==> src/rtl/silife_gen_sched_if.sv <==
// Control/status bundle between the Life matrix controller and the generation scheduler.
interface silife_gen_sched_if #(
  parameter int unsigned PERIOD_WIDTH = 24,
  parameter int unsigned GEN_WIDTH    = 32
);
  logic                    i_run;
  logic                    i_step;
  logic [PERIOD_WIDTH-1:0] i_period;
  logic [GEN_WIDTH-1:0]    i_max_gens;
  logic                    i_busy;
  logic                    i_clear_count;
  logic                    o_enable;
  logic [GEN_WIDTH-1:0]    o_gen_count;
  logic                    o_running;
  logic                    o_done;

  modport master (
    output i_run, i_step, i_period, i_max_gens, i_busy, i_clear_count,
    input  o_enable, o_gen_count, o_running, o_done
  );

  modport slave (
    input  i_run, i_step, i_period, i_max_gens, i_busy, i_clear_count,
    output o_enable, o_gen_count, o_running, o_done
  );
endinterface

==> src/rtl/silife_gen_sched.sv <==
// Generation scheduler: paces single-cycle matrix enable pulses, free-running or single-step.
// Optional generation limit / DONE state enabled by defining SILIFE_GEN_LIMIT_EN.
module silife_gen_sched #(
  parameter int unsigned PERIOD_WIDTH = 24,
  parameter int unsigned GEN_WIDTH    = 32
) (
  input logic               clk,
  input logic               reset,
  silife_gen_sched_if.slave bus
);

  typedef enum logic [2:0] {StIdle, StWait, StHold, StStep, StDone} state_e;

  state_e                  state_q, state_d;
  logic [PERIOD_WIDTH-1:0] cnt_q, cnt_d;
  logic [GEN_WIDTH-1:0]    gen_q, gen_d;
  logic                    from_wait_q, from_wait_d;
  logic [GEN_WIDTH-1:0]    gen_base, gen_inc;
  logic                    limit_hit;

  // A clear coinciding with STEP restarts the count from zero before the increment.
  assign gen_base = bus.i_clear_count ? '0 : gen_q;
  assign gen_inc  = gen_base + GEN_WIDTH'(1);

`ifdef SILIFE_GEN_LIMIT_EN
  assign limit_hit = (bus.i_max_gens != '0) && (gen_inc == bus.i_max_gens);
`else
  logic unused_max_gens;
  assign unused_max_gens = ^bus.i_max_gens;
  assign limit_hit       = 1'b0;
`endif

  always_ff @(posedge clk or posedge reset) begin
    if (reset) begin
      state_q     <= StIdle;
      cnt_q       <= '0;
      gen_q       <= '0;
      from_wait_q <= 1'b0;
    end else begin
      state_q     <= state_d;
      cnt_q       <= cnt_d;
      gen_q       <= gen_d;
      from_wait_q <= from_wait_d;
    end
  end

  always_comb begin
    state_d     = state_q;
    cnt_d       = cnt_q;
    gen_d       = bus.i_clear_count ? '0 : gen_q;
    from_wait_d = from_wait_q;
    unique case (state_q)
      StIdle: begin
        if (bus.i_run) begin
          state_d = StWait;
          cnt_d   = bus.i_period;
        end else if (bus.i_step) begin
          from_wait_d = 1'b0;
          state_d     = bus.i_busy ? StHold : StStep;
        end
      end
      StWait: begin
        if (!bus.i_run) begin
          state_d = StIdle;
        end else if (cnt_q <= PERIOD_WIDTH'(1)) begin
          from_wait_d = 1'b1;
          state_d     = bus.i_busy ? StHold : StStep;
        end else begin
          cnt_d = cnt_q - PERIOD_WIDTH'(1);
        end
      end
      StHold: begin
        // Only a free-running hold may be abandoned; a requested single step waits for busy.
        if (from_wait_q && !bus.i_run) begin
          state_d = StIdle;
        end else if (!bus.i_busy) begin
          state_d = StStep;
        end
      end
      StStep: begin
        gen_d = gen_inc;
        cnt_d = bus.i_period;
        if (limit_hit) begin
          state_d = StDone;
        end else if (bus.i_run) begin
          state_d = StWait;
        end else begin
          state_d = StIdle;
        end
      end
      StDone: begin
        if (bus.i_clear_count || !bus.i_run) begin
          state_d = StIdle;
        end
      end
      default: state_d = StIdle;
    endcase
  end

  always_comb begin
    bus.o_enable    = (state_q == StStep);
    bus.o_running   = (state_q == StWait) || (state_q == StHold) || (state_q == StStep);
    bus.o_gen_count = gen_q;
`ifdef SILIFE_GEN_LIMIT_EN
    bus.o_done      = (state_q == StDone);
`else
    bus.o_done      = 1'b0;
`endif
  end

endmodule

==> src/flat_wrapper.sv <==
// flat-port wrapper written by rule: the top's interface ports become plain ports
module silife_gen_sched_flat 
#(
  parameter int unsigned PERIOD_WIDTH = 24,
  parameter int unsigned GEN_WIDTH    = 32
)
  (clk, reset, bus_i_run, bus_i_step, bus_i_period, bus_i_max_gens, bus_i_busy, bus_i_clear_count, bus_o_enable, bus_o_gen_count, bus_o_running, bus_o_done);
  silife_gen_sched_if #(.PERIOD_WIDTH(PERIOD_WIDTH), .GEN_WIDTH(GEN_WIDTH)) bus_i ();
  input logic clk;
  input logic reset;
  input wire logic [$bits(bus_i.i_run)-1:0] bus_i_run;
  input wire logic [$bits(bus_i.i_step)-1:0] bus_i_step;
  input wire logic [$bits(bus_i.i_period)-1:0] bus_i_period;
  input wire logic [$bits(bus_i.i_max_gens)-1:0] bus_i_max_gens;
  input wire logic [$bits(bus_i.i_busy)-1:0] bus_i_busy;
  input wire logic [$bits(bus_i.i_clear_count)-1:0] bus_i_clear_count;
  output wire logic [$bits(bus_i.o_enable)-1:0] bus_o_enable;
  output wire logic [$bits(bus_i.o_gen_count)-1:0] bus_o_gen_count;
  output wire logic [$bits(bus_i.o_running)-1:0] bus_o_running;
  output wire logic [$bits(bus_i.o_done)-1:0] bus_o_done;
  assign bus_i.i_run = bus_i_run;
  assign bus_i.i_step = bus_i_step;
  assign bus_i.i_period = bus_i_period;
  assign bus_i.i_max_gens = bus_i_max_gens;
  assign bus_i.i_busy = bus_i_busy;
  assign bus_i.i_clear_count = bus_i_clear_count;
  assign bus_o_enable = bus_i.o_enable;
  assign bus_o_gen_count = bus_i.o_gen_count;
  assign bus_o_running = bus_i.o_running;
  assign bus_o_done = bus_i.o_done;
  silife_gen_sched #(.PERIOD_WIDTH(PERIOD_WIDTH), .GEN_WIDTH(GEN_WIDTH)) u_core (.clk(clk), .reset(reset), .bus(bus_i));
endmodule
==> config.mk <==
export PLATFORM = sky130hd
export DESIGN_NAME = silife_gen_sched_flat
export DESIGN_NICKNAME = d
export VERILOG_FILES = /design/src/rtl/silife_gen_sched_if.sv /design/src/rtl/silife_gen_sched.sv /design/src/flat_wrapper.sv
export SDC_FILE = /design/constraint.sdc
export NUM_CORES = 1
export LEC_CHECK = 0
export CAP_MARGIN = 20
export CORE_MARGIN = 5
export CORE_UTILIZATION = 35
export CTS_CLUSTER_SIZE = 14
export DETAILED_ROUTE_END_ITERATION = 12
export SYNTH_ARGS = -nofsm -noshare
export SYNTH_HDL_FRONTEND = slang
export SYNTH_SLANG_ARGS = --single-unit
==> constraint.sdc <==
create_clock -name clk -period 3.7 [get_ports clk]
set_clock_uncertainty 0.15 [all_clocks]
set_input_delay 0.555 -clock clk [delete_from_list [all_inputs] [get_ports clk]]
set_output_delay 0.555 -clock clk [all_outputs]
set_load 0.02 [all_outputs]
==> results.py <==
metrics = {
    "detailed_routing": {
        "first_pass_iters": 4,
        "postRouteAntennaNets": 0,
        "finalWirelength_um": 8590,
        "drcViolationCount": 0,
        "wl_per_cell_um": 14.7,
        "vias": 3124,
        "vias_per_cell": 5.35,
        "drt_iter0_markers": 189,
    },
    "clock_tree": {
        "ctsResizeCount": 0,
        "post_cts_buffers": 0,
        "clkSlewWorstSetupHoldPaths_ns": 0.07,
        "cts_tree": "yes",
        "clock_tree.root_cell": "clkbuf_8",
        "insertion_delay_ns": 0.34,
        "cts_hold_buf": 0,
        "cts.sinks": 59,
        "numCtsBuffers": 9,
        "htreeDepth": 3,
        "clockBufferDepth": 2,
    },
    "floorplanning": {
        "die_h_um": 109,
        "core-area_um2": 9680,
        "dieArea_um2": 11900,
        "io_pins": 97,
        "start_util_pct": 35.4,
        "fp-row-count": 36,
        "fp.dieW_um": 109,
    },
    "timing": {
        "drv_slew": 0,
        "fmax_mhz": 362,
        "fin_crit_sh_pct": 74.7,
        "relSlewSlack_pct": 38.9,
        "rsz0062_at_grt": "no",
        "fin_crit_ns": 2.76,
        "hold_viol_final": 0,
        "setup_tns_ns": 0,
        "worst_pin_slew_ns": 0.916,
        "setup_violations": 0,
    },
    "synthesis": {
        "post-synth-top-area-cell": "dfrtp_1",
        "synthArstFlopShare_pct": 100,
        "synth_seq_cells": 59,
        "syn_nets": 451,
        "synthTopCellsByArea": "dfrtp_1 43%, xor2_1 4.6%, nor2_1 4.3%",
        "yosysSeqAreaShare_pct": 43.0,
        "ys_types": 56,
        "synthFlopType": "dfrtp_1",
        "synth-edff-count": 0,
        "syn-cell-area_um2": 3430,
        "synthCells": 386,
        "synth_warnings": 0,
        "synth_top_area_share_pct": 43.0,
        "postSynthAreaPerCell_um2": 8.89,
    },
    "critical_path": {
        "crit_type": "in -> reg",
        "crit_path_start_kind": "primary input",
        "critPathMaxFanout": 10,
        "arrival_ns": 2.88,
        "critical-path-slowest-cell": "clkdlybuf4s50_1",
        "cpPeakStageDelay_ns": 0.61,
        "end_kind": "flop",
        "reg2reg_to": "u_core.cnt_q[22]",
        "cp_top_family": "simple AND/OR/NAND/NOR gates",
        "cp.required_ns": 3.82,
        "path_buf_inv": 2,
        "r2r_start": "u_core.cnt_q[4]",
        "r2r_cells": 5,
        "path_cells": "clkdlybuf4s50_1, buf_4, nand2b_1, nor2_2, nand3_1, or4_1, a21oi_1",
        "r2r_setup_slack_ns": 1.12,
    },
    "power_and_ir_drop": {
        "power.leakage_nw": 1.66,
        "vdd.ir_drop.worst_v": 0.000179,
        "pwr_density_cell_nw_per_um2": 403,
        "total_power_mw": 1.77,
    },
    "global_routing": {
        "grt_pass1_vias": 3015,
        "antenna_found_initial": 0,
        "grt_pass1_wl_um": 14500,
        "overflow": 0,
        "grt_max_degree": 37,
        "track_usage_pct": 15.3,
    },
    "finish": {
        "final_nets": 511,
        "diodes": 0,
        "drive_gt1_share_pct": 8.65,
        "fillCellCount": 929,
        "syn_to_final_growth_pct": 28.1,
        "fin_area_um2": 4400,
    },
    "placement": {
        "io_buffer_count": 63,
        "gp_congestion": 0.802,
        "post-dp-hpwl_um": 5930,
        "placed_area_um2": 4200,
    },
    "flow_run": {
        "maxCapViolations": 0,
    },
    "min_path": {
        "holdCritStartpoint": "u_core.bus.o_gen_count[31]",
        "hold_depth": 1,
        "min_path_type": "reg -> reg",
        "hold_path_end": "u_core.bus.o_gen_count[31]",
    },
    "run_status": {
        "outcome": "finished, final reports clean",
    },
}
## flip-flops by register name, indices dropped and copies added (netlist names)
| register | count |
|---|---|
| u_core.bus.o_gen_count | 32 |
| u_core.cnt_q | 24 |
| u_core.state_q | 2 |
| u_core.from_wait_q | 1 |
## worst reg2reg max path, cell delays in order (launching register included)
cell and delay [ns]:
dfrtp_1 0.46, nor4_4 0.55, nand4_2 0.26, o21ai_2 0.80
a21oi_1 0.08, a2bb2oi_1 0.16
## power breakdown
group | leakage (nW) | switching (mW) | total, mW | internal, mW
clock network | 0.0926 | 0.264 | 0.593 | 0.329
logic | 0.796 | 0.193 | 0.345 | 0.152
registers | 0.768 | 0.117 | 0.835 | 0.718
total | 1.66 | 0.575 | 1.77 | 1.20
## synth_stat cells (all sizes together) (6+ instances only)
| library cell | count |
|---|---|
| dfrtp | 59 |
| nor2 | 40 |
| o21ai | 35 |
| nand2 | 29 |
| a21oi | 26 |
| nand4 | 22 |
| xor2 | 18 |
| nand3 | 16 |
| nor3 | 14 |
| clkbuf | 13 |
| nor4 | 12 |
| buf | 10 |
| inv | 10 |
| nor2b | 10 |
| xnor2 | 9 |
| a22oi | 6 |
## cell usage in the layout, fill, tap and decap left out, types with 3 or more instances in the layout
master and instances:
clkdlybuf4s50_1 63, dfrtp_1 59, nor2_1 39, nand2_1 28
a21oi_1 26, o21ai_1 22, nand4_1 21, xor2_1 18
nand3_1 16, nor3_1 13, o21ai_0 12, clkbuf_8 10
inv_1 9, nor2b_1 9, xnor2_1 9, nor4_1 8
buf_4 8, a22oi_1 6, o32ai_1 4, o2bb2ai_1 4
a31oi_1 3, or3_1 3, o31ai_1 3, a32oi_1 3
ha_1 3
## per-layer routing
layer	vias to the layer above	global-route usage [%]	part of all wire [%]	wire length, um
li1	1529	-	-	-
met1	1506	20.3	47	4000
met2	79	24.2	48	4080
met3	10	3.32	4.6	394
met4	0	6.13	1.3	110
met5	-	0	0	0
## worst max-delay path by stage
stage                      start                         end  slack, ns  cells past startpoint
6_report       bus_i_clear_count  u_core.bus.o_gen_count[23]       0.94                      7
5_1_grt        bus_i_clear_count  u_core.bus.o_gen_count[23]       0.75                      7
4_1_cts        bus_i_clear_count  u_core.bus.o_gen_count[23]       0.95                      7
3_5_place_dp   bus_i_clear_count  u_core.bus.o_gen_count[23]       0.58                      7
3_3_place_gp   bus_i_clear_count  u_core.bus.o_gen_count[23]       0.62                      7
2_1_floorplan  bus_i_clear_count  u_core.bus.o_gen_count[16]       1.17                     10
## per-stage QoR
step                cells  worst slack [ns]  hold slack [ns]  util (%)
floorplan             386              1.17            0.330         -
global placement      568             0.623            0.324      43.4
detailed placement    568             0.582            0.326      43.4
CTS                   584             0.952            0.336      45.4
global route          584             0.751            0.364      45.4
finish                584             0.938            0.344      45.4
## final cells by class
| type | count | area (um2) | share of cell area, % |
|---|---|---|---|
| multi-input combinational | 294 | 1810 | 41.2 |
| sequential | 59 | 1480 | 33.6 |
| timing repair buffer | 72 | 711 | 16.2 |
| tap | 133 | 166 | 3.78 |
| clock buffer | 12 | 145 | 3.30 |
| clock inverter | 4 | 50.0 | 1.14 |
| inverter | 10 | 37.5 | 0.854 |
## cell families after synthesis
| group | after synthesis | share of synthesized area, % |
|---|---|---|
| buffers and inverters | 33 | 4.41 |
| AND/OR/NAND/NOR | 164 | 26.4 |
| AO/OA/AOI/OAI | 99 | 18.0 |
| XOR/XNOR | 27 | 6.89 |
| other | 1 | 0.109 |
| adder cells (fa/ha/maj) | 3 | 1.09 |
| flip-flops | 59 | 43.0 |
(Power assumes the default switching activity.)
